$ cat config.mk
export PLATFORM = sky130hd
export DESIGN_NAME = reorder_buffer
export DESIGN_NICKNAME = d
export VERILOG_FILES = /design/src/rtl/rob_pkg.sv /design/src/rtl/reorder_buffer.sv
export SDC_FILE = /design/constraint.sdc
export NUM_CORES = 1
export LEC_CHECK = 0
export CAP_MARGIN = 20
export CORE_ASPECT_RATIO = 0.6
export CORE_MARGIN = 2
export CORE_UTILIZATION = 30
export DETAILED_ROUTE_END_ITERATION = 10
export PLACE_DENSITY = 0.43
export SKIP_LAST_GASP = 1
export SYNTH_ARGS = -nofsm -noshare
export SYNTH_HDL_FRONTEND = slang
export SYNTH_SLANG_ARGS = --single-unit
export TNS_END_PERCENT = 20
$ cat constraint.sdc
create_clock -name clk -period 3.9 [get_ports clk]
set_input_delay 0.78 -clock clk [delete_from_list [all_inputs] [get_ports clk]]
set_output_delay 0.78 -clock clk [all_outputs]
set_load 0.1 [all_outputs]
$ cat src/rtl/rob_pkg.sv
// Shared definitions for the reorder buffer.
//   ROB_DEPTH / IDX_W : number of entries and index width (ROB_DEPTH = 2**IDX_W)
//   PHYS_W / ARCH_W   : physical and architectural register tag widths
//   rob_idx_t         : ROB index type
//   rob_entry_t       : one ROB entry (valid, done, has_dest, arch_rd, phys_rd, old_phys_rd)
package rob_pkg;

  localparam int ROB_DEPTH = 16;
  localparam int IDX_W     = 4;
  localparam int PHYS_W    = 6;
  localparam int ARCH_W    = 5;

  typedef logic [IDX_W-1:0] rob_idx_t;

  typedef struct packed {
    logic              valid;
    logic              done;
    logic              has_dest;
    logic [ARCH_W-1:0] arch_rd;
    logic [PHYS_W-1:0] phys_rd;
    logic [PHYS_W-1:0] old_phys_rd;
  } rob_entry_t;

endpackage

$ cat src/rtl/reorder_buffer.sv
// In-order reorder buffer placed after rename.
// Ports:
//   clk, reset            : clock, synchronous active-high reset
//   alloc_valid/ready     : allocation handshake (see below)
//   alloc_has_dest, alloc_arch_rd, alloc_phys_rd, alloc_old_phys_rd : renamed instruction
//   alloc_rob_idx         : index the presented instruction receives (tail)
//   complete_valid, complete_rob_idx : execution completion by ROB index
//   retire_valid          : one-cycle pulse per retired instruction
//   retire_free           : retired instruction had a destination
//   retire_phys_reg       : superseded physical register to free
//   retire_new_phys_reg   : committed physical register
//   retire_arch_reg       : committed architectural register
//   rob_count, rob_empty  : occupancy
//
// Handshake: an instruction is accepted on a rising edge where alloc_valid
// and alloc_ready are both high. alloc_ready depends only on registered
// occupancy (count < ROB_DEPTH) and never on alloc_valid or on a retirement
// in the same cycle, so a full buffer refuses allocation even while it
// retires. Completion and retirement have no backpressure.
//
// The widths of the parameters must agree with rob_pkg, whose entry struct
// holds the per-entry state.
module reorder_buffer #(
  parameter int ROB_DEPTH = rob_pkg::ROB_DEPTH,
  parameter int IDX_W     = rob_pkg::IDX_W,
  parameter int PHYS_W    = rob_pkg::PHYS_W,
  parameter int ARCH_W    = rob_pkg::ARCH_W
) (
  input  logic              clk,
  input  logic              reset,
  input  logic              alloc_valid,
  output logic              alloc_ready,
  input  logic              alloc_has_dest,
  input  logic [ARCH_W-1:0] alloc_arch_rd,
  input  logic [PHYS_W-1:0] alloc_phys_rd,
  input  logic [PHYS_W-1:0] alloc_old_phys_rd,
  output logic [IDX_W-1:0]  alloc_rob_idx,
  input  logic              complete_valid,
  input  logic [IDX_W-1:0]  complete_rob_idx,
  output logic              retire_valid,
  output logic              retire_free,
  output logic [PHYS_W-1:0] retire_phys_reg,
  output logic [PHYS_W-1:0] retire_new_phys_reg,
  output logic [ARCH_W-1:0] retire_arch_reg,
  output logic [IDX_W:0]    rob_count,
  output logic              rob_empty
);

  localparam logic [IDX_W:0] FULL_CNT = (IDX_W+1)'(ROB_DEPTH);

  rob_pkg::rob_entry_t entries_q [ROB_DEPTH];
  rob_pkg::rob_entry_t entries_d [ROB_DEPTH];

  logic [IDX_W-1:0] head_q, head_d;
  logic [IDX_W-1:0] tail_q, tail_d;
  logic [IDX_W:0]   count_q, count_d;

  logic              retire_valid_q, retire_valid_d;
  logic              retire_free_q, retire_free_d;
  logic [PHYS_W-1:0] retire_phys_q, retire_phys_d;
  logic [PHYS_W-1:0] retire_new_phys_q, retire_new_phys_d;
  logic [ARCH_W-1:0] retire_arch_q, retire_arch_d;

  logic alloc_fire;
  logic retire_fire;

  assign alloc_ready   = (count_q != FULL_CNT);
  assign alloc_rob_idx = tail_q;
  assign rob_count     = count_q;
  assign rob_empty     = (count_q == '0);

  assign alloc_fire  = alloc_valid && alloc_ready;
  assign retire_fire = entries_q[head_q].valid && entries_q[head_q].done;

  // Entry array update. The updates never collide on a live entry:
  // completion only lands on entries that are already valid, the tail slot
  // is never valid while allocation is possible, and a retiring head is
  // already done so a same-cycle completion to it changes nothing.
  always_comb begin
    entries_d = entries_q;
    if (complete_valid && entries_q[complete_rob_idx].valid) begin
      entries_d[complete_rob_idx].done = 1'b1;
    end
    if (retire_fire) begin
      entries_d[head_q].valid = 1'b0;
    end
    if (alloc_fire) begin
      entries_d[tail_q] = {1'b1, 1'b0, alloc_has_dest, alloc_arch_rd,
                           alloc_phys_rd, alloc_old_phys_rd};
    end
  end

  always_comb begin
    head_d  = head_q;
    tail_d  = tail_q;
    count_d = count_q;
    if (retire_fire) head_d = head_q + IDX_W'(1);
    if (alloc_fire)  tail_d = tail_q + IDX_W'(1);
    case ({alloc_fire, retire_fire})
      2'b10:   count_d = count_q + (IDX_W+1)'(1);
      2'b01:   count_d = count_q - (IDX_W+1)'(1);
      default: count_d = count_q;
    endcase
  end

  // Retire payload is registered; it holds its last value between pulses.
  always_comb begin
    retire_valid_d    = retire_fire;
    retire_free_d     = retire_free_q;
    retire_phys_d     = retire_phys_q;
    retire_new_phys_d = retire_new_phys_q;
    retire_arch_d     = retire_arch_q;
    if (retire_fire) begin
      retire_free_d     = entries_q[head_q].has_dest;
      retire_phys_d     = entries_q[head_q].old_phys_rd;
      retire_new_phys_d = entries_q[head_q].phys_rd;
      retire_arch_d     = entries_q[head_q].arch_rd;
    end
  end

  always_ff @(posedge clk) begin
    if (reset) begin
      for (int i = 0; i < ROB_DEPTH; i++) begin
        entries_q[i] <= '0;
      end
      head_q            <= '0;
      tail_q            <= '0;
      count_q           <= '0;
      retire_valid_q    <= 1'b0;
      retire_free_q     <= 1'b0;
      retire_phys_q     <= '0;
      retire_new_phys_q <= '0;
      retire_arch_q     <= '0;
    end else begin
      for (int i = 0; i < ROB_DEPTH; i++) begin
        entries_q[i] <= entries_d[i];
      end
      head_q            <= head_d;
      tail_q            <= tail_d;
      count_q           <= count_d;
      retire_valid_q    <= retire_valid_d;
      retire_free_q     <= retire_free_d;
      retire_phys_q     <= retire_phys_d;
      retire_new_phys_q <= retire_new_phys_d;
      retire_arch_q     <= retire_arch_d;
    end
  end

  assign retire_valid        = retire_valid_q;
  assign retire_free         = retire_free_q;
  assign retire_phys_reg     = retire_phys_q;
  assign retire_new_phys_reg = retire_new_phys_q;
  assign retire_arch_reg     = retire_arch_q;

endmodule

==> flow_summary.toml <==
[clocking]
cts_tree = "done"
clockBufferDepth = 3
clk_latency_ns = 0.55
cts.sink_count = 352
post_cts_resized = 0
cts_max_level = 2
cts-buffers-inserted = 37
root_buffer = "clkbuf_16"
hold_buffers = 0
postCtsSetupBuffers = 0
clkTransAtPathRegs_ns = 0.06

[power_and_ir_drop]
power_density_nw_per_um2 = 470
p_leak_nw = 5.67
ir_worst_vdd_mv = 0.229

[sta]
finClkSkew_ns = 0.0238
period_needed_ns = 3.54
slew_viol_final = 0
hold_viol_final = 0
min_period_over_period = 0.909
tns_ns = 0
finalSetupViolCount = 0
worstMarginPinSlew_ns = 1.20
fmax_mhz = 282
maxSlewHeadroom = 0.200
grt_setup_unrepaired = "no"

[placed_design]
gp_congestion = 0.856
dpl.hpwl_mm = 32.3
placedInstanceArea_um2 = 16500
dp.cells = 2412
placement.io_buffers = 55

[final_layout]
finalInstanceArea_um2 = 17700
final_cell_mix = "nand2_1 (583), dfxtp_1 (350), a21oi_1 (297), mux4_2 (77), clkdlybuf4s50_1 (50)"
diodes = 0
layout.cells.non_filler = 2477
final_common_cell = "nand2_1"
drive_gt1_frac = 0.133
syn2layout_area_growth_pct = 12.9
finish.net_count = 1796
finish.utilization = 0.346
largest_reg_flops = 320

[worst_setup_path]
path_class = "flip-flop to flip-flop"
reg2reg_slack_ns = 0.36
cp-start-kind = "flip-flop"
end_kind = "flip-flop"
cp_data_required_time_ns = 4.35
arrival_ns = 3.99
r2r_cells = 12
crit_fanout = 14

[drt]
drtIter0Drc = 1127
drc = 0
vias_per_cell = 5.18
post_drt_wl_per_cell_um = 22.3
firstDrtPassIters = 5
ant_nets = 0
wirelength_mm = 55.2
vias = 12835

[synth]
synth_top_area_share = 0.448
async_flop_share = 0
syn_inst = 1803
synth_edf_count = 0
syn_nets = 1841
ys.flop_type = "dfxtp_1"
ys_seq_area_frac = 0.448
yosysWarnings = 0
syn_area_per_cell_um2 = 8.72
syn_area_um2 = 15700
netlist_top_cells_area = "dfxtp_1 (45%), nand2_1 (14%), mux4_2 (11%)"
synth_top_cell_by_area = "dfxtp_1"
synth_cell_types = 61
ys_ff_latch = 352

[global_routing]
grt_max_degree = 205
grt_pass1_vias = 12108
antenna_found_initial = 0
grt_overflow = 0
grtUsageTotal = 0.200
grt_pass1_wl_mm = 81.6

[hold_path]
min_path_type = "flip-flop to flip-flop"
holdPathStages = 2

[run_status]
status = "completed"

[floorplanning]
dieHeight_um = 181
die_x_um = 299
core_um2 = 51300
boundaryPins = 56
initial_core_util = 0.306
rows = 64
dieArea_um2 = 54300

[flow_run]
cap_violations = 0
[metal layers]
layer | up-vias | GRT usage | wire length (µm)
li1 | 6094 | - | -
met1 | 6304 | 0.312 | 28000
met2 | 378 | 0.286 | 22700
met3 | 59 | 0.0351 | 3730
met4 | 0 | 0.0382 | 780
met5 | - | 0.00353 | 0
[cell families after synthesis]
kind of cell    Yosys count  synth area share
simple gates            731             0.206
flops                   352             0.448
mux                      78             0.111
xor+xnor                  6           0.00334
fa+ha+maj                12           0.00955
compound gates          441             0.159
buf+inv                 183            0.0628
[synthesized netlist by cell type (17+ instances only)]
cell      number
nand2_2       18
buf_6         18
buf_2         44
a31oi_1       17
mux4_2        77
a21oi_2       18
clkbuf_1      71
o21ai_1       20
buf_4         19
dfxtp_1      352
buf_1         19
nor2_1        31
nand2_1      583
a21oi_1      297
a22oi_1       48
nand3_1       23
o21ai_0       21
[path summary, 6_finish.rpt]
kind | startpoint | end
worst max-delay path | head_q[2] | rob_count[4]
worst max register to register | head_q[2] | rob_count[4]
worst min register to register | entries_q[8] | entries_q[8]
worst min-delay path | entries_q[8] | entries_q[8]
[where the power goes]
group | internal [mW] | switching, mW | total, mW
Sequential | 3.65 | 0.0608 | 3.71
Combinational | 0.248 | 0.640 | 0.888
Clock | 2.20 | 1.54 | 3.74
Total | 6.10 | 2.24 | 8.34
[stage by stage]
step | hold WS (ns) | power (mW) | setup WS [ns]
global placement | 0.439 | 4.68 | 0.447
floorplan | 0.433 | 4.42 | 0.479
finish | 0.452 | 8.34 | 0.356
CTS | 0.453 | 8.42 | 0.373
detailed placement | 0.444 | 4.68 | 0.395
global route | 0.468 | 8.66 | 0.0567
[layout make-up]
| class | instances | area (µm²) |
|---|---|---|
| Tap cell | 693 | 867 |
| Inverter | 9 | 33.8 |
| Fill cell | 5251 | 33600 |
| Timing Repair Buffer | 90 | 833 |
| Clock buffer | 55 | 1130 |
| Multi-Input combinational cell | 1268 | 7690 |
| Sequential cell | 352 | 7050 |
| Clock inverter | 10 | 131 |
[critical path: stages, from the launching register on]
cell	delay, ns
dfxtp_1	0.64
inv_1	0.17
mux4_2	0.41
o22ai_2	0.07
nor2_1	0.45
ha_1	0.42
xor2_1	0.19
ha_1	0.21
nor2_1	0.06
o32ai_1	0.25
a221oi_1	0.13
or3_1	0.32
a21oi_1	0.14
No activity file was read; power rests on OpenSTA's default activity.
